`src/rtl/pc_sequencer_if.sv`:
```
// Fetch request channel between the PC sequencer (master) and the I-cache (slave).
// The request is held stable while fetch_valid is high and fetch_ready is low.
interface pc_sequencer_if #(
  parameter int WIDTH = 32
);
  logic             fetch_valid;
  logic             fetch_ready;
  logic [WIDTH-1:0] fetch_pc;

  modport master (
    output fetch_valid,
    output fetch_pc,
    input  fetch_ready
  );

  modport slave (
    input  fetch_valid,
    input  fetch_pc,
    output fetch_ready
  );
endinterface

```
`src/rtl/pc_sequencer.sv`:
```
// Fetch program counter sequencer: sequential fetch-group advance, prioritised redirects
// (exception > ERET > branch), one-cycle fetch-queue flush, and a WAIT-driven halt state.
module pc_sequencer #(
  parameter int               WIDTH       = 32,
  parameter logic [WIDTH-1:0] RESET_PC    = 32'h0000_3000,
  parameter logic [WIDTH-1:0] EXC_VECTOR  = 32'h0000_4180,
  parameter int               FETCH_WIDTH = 2
) (
  input  logic                clk,
  input  logic                rst,
  pc_sequencer_if.master      fetch,
  input  logic                br_valid,
  input  logic [WIDTH-1:0]    br_target,
  input  logic                eret_valid,
  input  logic [WIDTH-1:0]    eret_target,
  input  logic                exc_valid,
  input  logic                halt_req,
  output logic                flush,
  output logic                misalign,
  output logic                halted
);

  localparam logic [WIDTH-1:0] STEP       = WIDTH'(4 * FETCH_WIDTH);
  localparam logic [WIDTH-1:0] ALIGN_MASK = ~(STEP - WIDTH'(1));

  typedef enum logic [1:0] {
    S_BOOT,
    S_RUN,
    S_FLUSH,
    S_HALTED
  } state_e;

  state_e           state_q, state_d;
  logic [WIDTH-1:0] fetch_pc_q, fetch_pc_d;
  logic             fetch_valid_q, fetch_valid_d;
  logic             flush_q, flush_d;
  logic             misalign_q, misalign_d;
  logic             halted_q, halted_d;

  logic             redirect;
  logic             redir_exc;
  logic [WIDTH-1:0] redir_tgt;
  logic             handshake;

  assign fetch.fetch_valid = fetch_valid_q;
  assign fetch.fetch_pc    = fetch_pc_q;
  assign flush             = flush_q;
  assign misalign          = misalign_q;
  assign halted            = halted_q;

  assign handshake = fetch_valid_q && fetch.fetch_ready;

  // Redirect arbitration; BOOT ignores everything and HALTED only listens to exceptions.
  // NOTE: every variable assigned in an always_comb gets a default first so no latch is inferred.
  always_comb begin
    redirect  = 1'b0;
    redir_exc = 1'b0;
    redir_tgt = '0;
    if (state_q != S_BOOT) begin
      if (exc_valid) begin
        redirect  = 1'b1;
        redir_exc = 1'b1;
        redir_tgt = EXC_VECTOR;
      end else if (state_q != S_HALTED && eret_valid) begin
        redirect  = 1'b1;
        redir_tgt = eret_target;
      end else if (state_q != S_HALTED && br_valid) begin
        redirect  = 1'b1;
        redir_tgt = br_target;
      end
    end
  end

  // State register and registered outputs.
  // NOTE: sequential state uses non-blocking assignments so every flop samples pre-edge values.
  always_ff @(posedge clk or posedge rst) begin
    if (rst) begin
      state_q       <= S_BOOT;
      fetch_pc_q    <= RESET_PC;
      fetch_valid_q <= 1'b0;
      flush_q       <= 1'b0;
      misalign_q    <= 1'b0;
      halted_q      <= 1'b0;
    end else begin
      state_q       <= state_d;
      fetch_pc_q    <= fetch_pc_d;
      fetch_valid_q <= fetch_valid_d;
      flush_q       <= flush_d;
      misalign_q    <= misalign_d;
      halted_q      <= halted_d;
    end
  end

  // Next-state logic; a redirect always beats a same-cycle halt request.
  always_comb begin
    state_d = state_q;
    unique case (state_q)
      S_BOOT:   state_d = S_RUN;
      S_RUN: begin
        if (redirect)      state_d = S_FLUSH;
        else if (halt_req) state_d = S_HALTED;
      end
      S_FLUSH:  state_d = redirect ? S_FLUSH : S_RUN;
      S_HALTED: if (redirect) state_d = S_FLUSH;
      default:  state_d = S_BOOT;
    endcase
  end

  // Output and PC datapath; outputs are the registered image of the next state.
  always_comb begin
    fetch_pc_d    = fetch_pc_q;
    fetch_valid_d = (state_d == S_RUN);
    flush_d       = (state_d == S_FLUSH);
    halted_d      = (state_d == S_HALTED);
    misalign_d    = redirect && !redir_exc && (redir_tgt[1:0] != 2'b00);
    if (redirect) begin
      fetch_pc_d = {redir_tgt[WIDTH-1:2], 2'b00};
    end else if (state_q == S_RUN && handshake && !halt_req) begin
      fetch_pc_d = (fetch_pc_q & ALIGN_MASK) + STEP;
    end
  end

endmodule

```
`src/flat_wrapper.sv`:
```
// flat-port wrapper written by rule: the top's interface ports become plain ports
module pc_sequencer_flat 
#(
  parameter int               WIDTH       = 32,
  parameter logic [WIDTH-1:0] RESET_PC    = 32'h0000_3000,
  parameter logic [WIDTH-1:0] EXC_VECTOR  = 32'h0000_4180,
  parameter int               FETCH_WIDTH = 2
)
  (clk, rst, br_valid, br_target, eret_valid, eret_target, exc_valid, halt_req, flush, misalign, halted, fetch_fetch_valid, fetch_fetch_pc, fetch_fetch_ready);
  pc_sequencer_if #(.WIDTH(WIDTH)) fetch_i ();
  input  logic clk;
  input  logic rst;
  input  logic br_valid;
  input  logic [WIDTH-1:0] br_target;
  input  logic eret_valid;
  input  logic [WIDTH-1:0] eret_target;
  input  logic exc_valid;
  input  logic halt_req;
  output logic flush;
  output logic misalign;
  output logic halted;
  output wire logic [$bits(fetch_i.fetch_valid)-1:0] fetch_fetch_valid;
  output wire logic [$bits(fetch_i.fetch_pc)-1:0] fetch_fetch_pc;
  input wire logic [$bits(fetch_i.fetch_ready)-1:0] fetch_fetch_ready;
  assign fetch_fetch_valid = fetch_i.fetch_valid;
  assign fetch_fetch_pc = fetch_i.fetch_pc;
  assign fetch_i.fetch_ready = fetch_fetch_ready;
  pc_sequencer #(.WIDTH(WIDTH), .RESET_PC(RESET_PC), .EXC_VECTOR(EXC_VECTOR), .FETCH_WIDTH(FETCH_WIDTH)) u_core (.clk(clk), .rst(rst), .fetch(fetch_i), .br_valid(br_valid), .br_target(br_target), .eret_valid(eret_valid), .eret_target(eret_target), .exc_valid(exc_valid), .halt_req(halt_req), .flush(flush), .misalign(misalign), .halted(halted));
endmodule
```
`config.mk`:
```
export PLATFORM = sky130hd
export DESIGN_NAME = pc_sequencer_flat
export DESIGN_NICKNAME = d
export VERILOG_FILES = /design/src/rtl/pc_sequencer_if.sv /design/src/rtl/pc_sequencer.sv /design/src/flat_wrapper.sv
export SDC_FILE = /design/constraint.sdc
export NUM_CORES = 1
export LEC_CHECK = 0
export ABC_AREA = 1
export BUFFER_PORTS_ARGS = -buffer_cell sky130_fd_sc_hd__buf_2
export CORE_MARGIN = 2
export CORE_UTILIZATION = 50
export CTS_BUF_LIST = sky130_fd_sc_hd__clkbuf_16
export DETAILED_ROUTE_END_ITERATION = 10
export GPL_TIMING_DRIVEN = 1
export HOLD_SLACK_MARGIN = 0.03
export PLACE_DENSITY = 0.92
export SLEW_MARGIN = 20
export SYNTH_ARGS = -nofsm -noshare
export SYNTH_HDL_FRONTEND = slang
export SYNTH_SLANG_ARGS = --single-unit
```
`constraint.sdc`:
```
create_clock -name clk -period 1.6 [get_ports clk]
set_input_delay 0.16 -clock clk [delete_from_list [all_inputs] [get_ports clk]]
set_output_delay 0.16 -clock clk [all_outputs]
set_load 0.02 [all_outputs]
```
==> impl_metrics.ini <==
[synth]
ys_warn_count = 0
synth_cell_types = 35
synth_ff_type = dfrtp_1
muxShareOfSynthArea_pct = 0
ys_ff_latch = 36
synth_edf_count = 0
yosys.area_share.simple_pct = 47.5
synth_most_common_cell = nand2_1
seq_area_frac_synth_pct = 30.8
synth_xor_area_share_pct = 0.597
synth_compound_area_share_pct = 9.98
synth_top_area_share_pct = 29.0
synthTopCellsByCount = nand2_1, nor2_1, inv_1
synthCells = 478
synth_top_family_by_area = simple AND/OR/NAND/NOR gates
synth_fa_ha_area_share_pct = 0.426
synth.largest_area_cell = dfrtp_1
async_reset_ff_share_pct = 100
netlist_top_cells_area = dfrtp_1, nand2_1, nor2_1
syn_area_per_cell_um2 = 6.14
syn_area_um2 = 2930

[place]
gp_congestion = 1.00
port_buffers = 104
hpwl_um = 6350
post-place-ws_ns = -0.00290

[clock_tree]
clk_pin_slew_ns = 0.06
htreeDepth = 2
clk_latency_ns = 0.28
cts_buffer_depth = 2
cts_root_buf = clkbuf_16
cts_tree = built
cts_buffers = 5
clock_sinks = 36

[worst_setup_path]
reg2reg_to = u_core.fetch.fetch_pc[31]
crit_path_end_kind = register
reg2reg_slack_ns = 0.02
r2r_start = u_core.fetch.fetch_pc[4]
critPathCapture = u_core.fetch.fetch_pc[31]
reg2reg_depth = 9
critPathArrivalTime_ns = 1.78
crit_path_start = u_core.fetch.fetch_pc[4]
critical_path_class = reg -> reg
crit_fanout = 5
crit_required_ns = 1.80
start_kind = register

[finish]
syn2layout_area_growth_pct = 29.1
drive_gt1_share_pct = 28.8
fillers = 471
multi_input_area_um2 = 1810
n_antenna_cell = 0
register_area_um2 = 903
layout.nets = 658

[drt]
vias = 3385
dr.pass1.iters = 4
drt-vias-per-instance = 5.14
drt_iter0_markers = 254
wire_per_inst_um = 13.0
wirelength_um = 8570
antenna_left = 0
drc = 0

[power]
seqPwrFrac_pct = 30.7
pwr-share-clk_pct = 16.2
p_leak_nw = 1.97
irDropWorstVdd_uv = 819
p_comb_share_pct = 53.1
p_int_w = 0.00295
p_sw_share_pct = 49.0
p_sw_w = 0.00284
power.density_nw_per_um2 = 1530

[timing]
whs_ns = 0.138
maxSlewViolCount = 0
fmax_mhz = 633
finalHoldViolations = 0
setup_violations = 0
layout_setup_ws_ns = 0.0206
fin_crit_ns = 1.58
rsz0062_at_grt = yes
finClkSkew_ns = 0.00370
period_share_pct = 98.7

[die]
die_x_um = 80.6
core_um2 = 5570
die_y_um = 80.6
start_util_pct = 52.6
ios = 107
die_area_um2 = 6500
fp-row-count = 27

[global_routing]
grt_max_degree = 43
grt_usage_pct = 26.5
grt_pass1_wl_um = 13700
gr-total-overflow = 0
antenna_found_initial = 0
grt_pass1_vias = 3095

[job]
drv_cap = 0

[status]
status = completed

[min_path]
hp-class = in -> reg
==> registers in the layout, summed over array words and instances (netlist names) <==
name and cells:
u_core.fetch.fetch_pc 30, u_core.fetch.fetch_valid 1, u_core.flush 1, u_core.halted 1, u_core.misalign 1, u_core.state_q 2
==> per-layer routing <==
metal,part of all wire (%),global-route usage (%),up-vias
li1,-,-,1703
met2,51,47.4,135
met3,7.2,2.70,10
met4,1.0,6.95,0
met5,0,0,-
met1,41,34.0,1537
==> power by group through the flow <==
| stage | registers, W | logic (W) | clock network [W] |
|---|---|---|---|
| floorplan | 0.00207 | 0.00174 | 0 |
| CTS | 0.00175 | 0.00295 | 0.000941 |
| detailed placement | 0.00177 | 0.00295 | 0 |
| finish | 0.00178 | 0.00308 | 0.000938 |
| global route | 0.00183 | 0.00344 | 0.000994 |
| global placement | 0.00175 | 0.00285 | 0 |
==> worst min-delay path by stage <==
stage          slack (ns)      startpoint                        end  depth (start not counted)
6_report             0.14  eret_target[1]            u_core.misalign                          2
5_1_grt              0.14  eret_target[1]            u_core.misalign                          2
4_1_cts              0.14  eret_target[1]            u_core.misalign                          2
3_5_place_dp         0.30             rst            u_core.misalign                          3
3_3_place_gp         0.29             rst            u_core.misalign                          3
2_1_floorplan        0.33             rst  u_core.fetch.fetch_pc[10]                          1
==> layout by cell type, fill, tap and decap left out, types with 2 or more instances in the layout <==
cell type | netlist | routed
a21oi_1 | 12 | 9
a21oi_2 | 5 | 8
a22o_1 | 4 | 4
and2_1 | 2 | 2
buf_12 | 0 | 3
buf_2 | 12 | 104
buf_4 | 3 | 10
clkbuf_16 | 0 | 5
clkinv_2 | 0 | 2
conb_1 | 1 | 2
dfrtp_1 | 34 | 34
dfstp_2 | 2 | 2
inv_1 | 45 | 43
inv_2 | 0 | 2
nand2_1 | 213 | 210
nand2_2 | 3 | 5
nand2_4 | 0 | 2
nand3_1 | 37 | 37
nand3b_1 | 6 | 6
nand4_1 | 3 | 3
nor2_1 | 54 | 45
nor2_2 | 5 | 10
nor2_4 | 4 | 8
o211ai_1 | 3 | 3
o21ai_0 | 11 | 11
o21bai_1 | 2 | 2
xnor2_1 | 2 | 2
==> through the flow <==
| step | total power [W] | setup TNS [ns] | instances | instance area [um2] | util [%] |
|---|---|---|---|---|---|
| 3_5_place_dp | 0.00471 | -0.00290 | 645 | 3530 | 63.3 |
| 6_report | 0.00579 | 0 | 659 | 3790 | 67.9 |
| 4_1_cts | 0.00565 | 0 | 654 | 3680 | 66.1 |
| 2_1_floorplan | 0.00381 | 0 | 479 | 2940 | - |
| 3_3_place_gp | 0.00460 | 0 | 645 | 3530 | 63.3 |
| 5_1_grt | 0.00625 | -0.434 | 659 | 3790 | 67.9 |
==> what timing repair did <==
action	in CTS	in global routing
hold buffers	1	0
pin swaps	0	10
gates resized for setup	1	21
endpoints found under the hold margin	34	0
setup endpoints to repair	1	20
setup buffers	0	4
gates cloned	0	1
==> worst max-delay path, stage by stage, from the launching register on <==
cell	delay, ns
dfrtp_1	0.39
ha_2	0.20
nand2_2	0.07
nor2_4	0.21
nand2_4	0.12
nor2_4	0.15
nand2_1	0.06
nand2_1	0.06
nand3_1	0.08
a21oi_2	0.16
==> final cells by class <==
class | count | area share [%]
multi-input combinational | 379 | 47.8
sequential | 36 | 23.9
clock inverter | 3 | 0.363
clock buffer | 5 | 3.30
inverter | 46 | 4.69
tap | 72 | 2.38
timing repair buffer | 118 | 17.6
==> logic make-up after synthesis <==
kind of cell,Yosys count
AND/OR/NAND/NOR,330
buffers and inverters,65
AO/OA/AOI/OAI,43
flip-flops,36
XOR/XNOR,2
adder cells (fa/ha/maj),1
other,1
(Power assumes the default switching activity.)
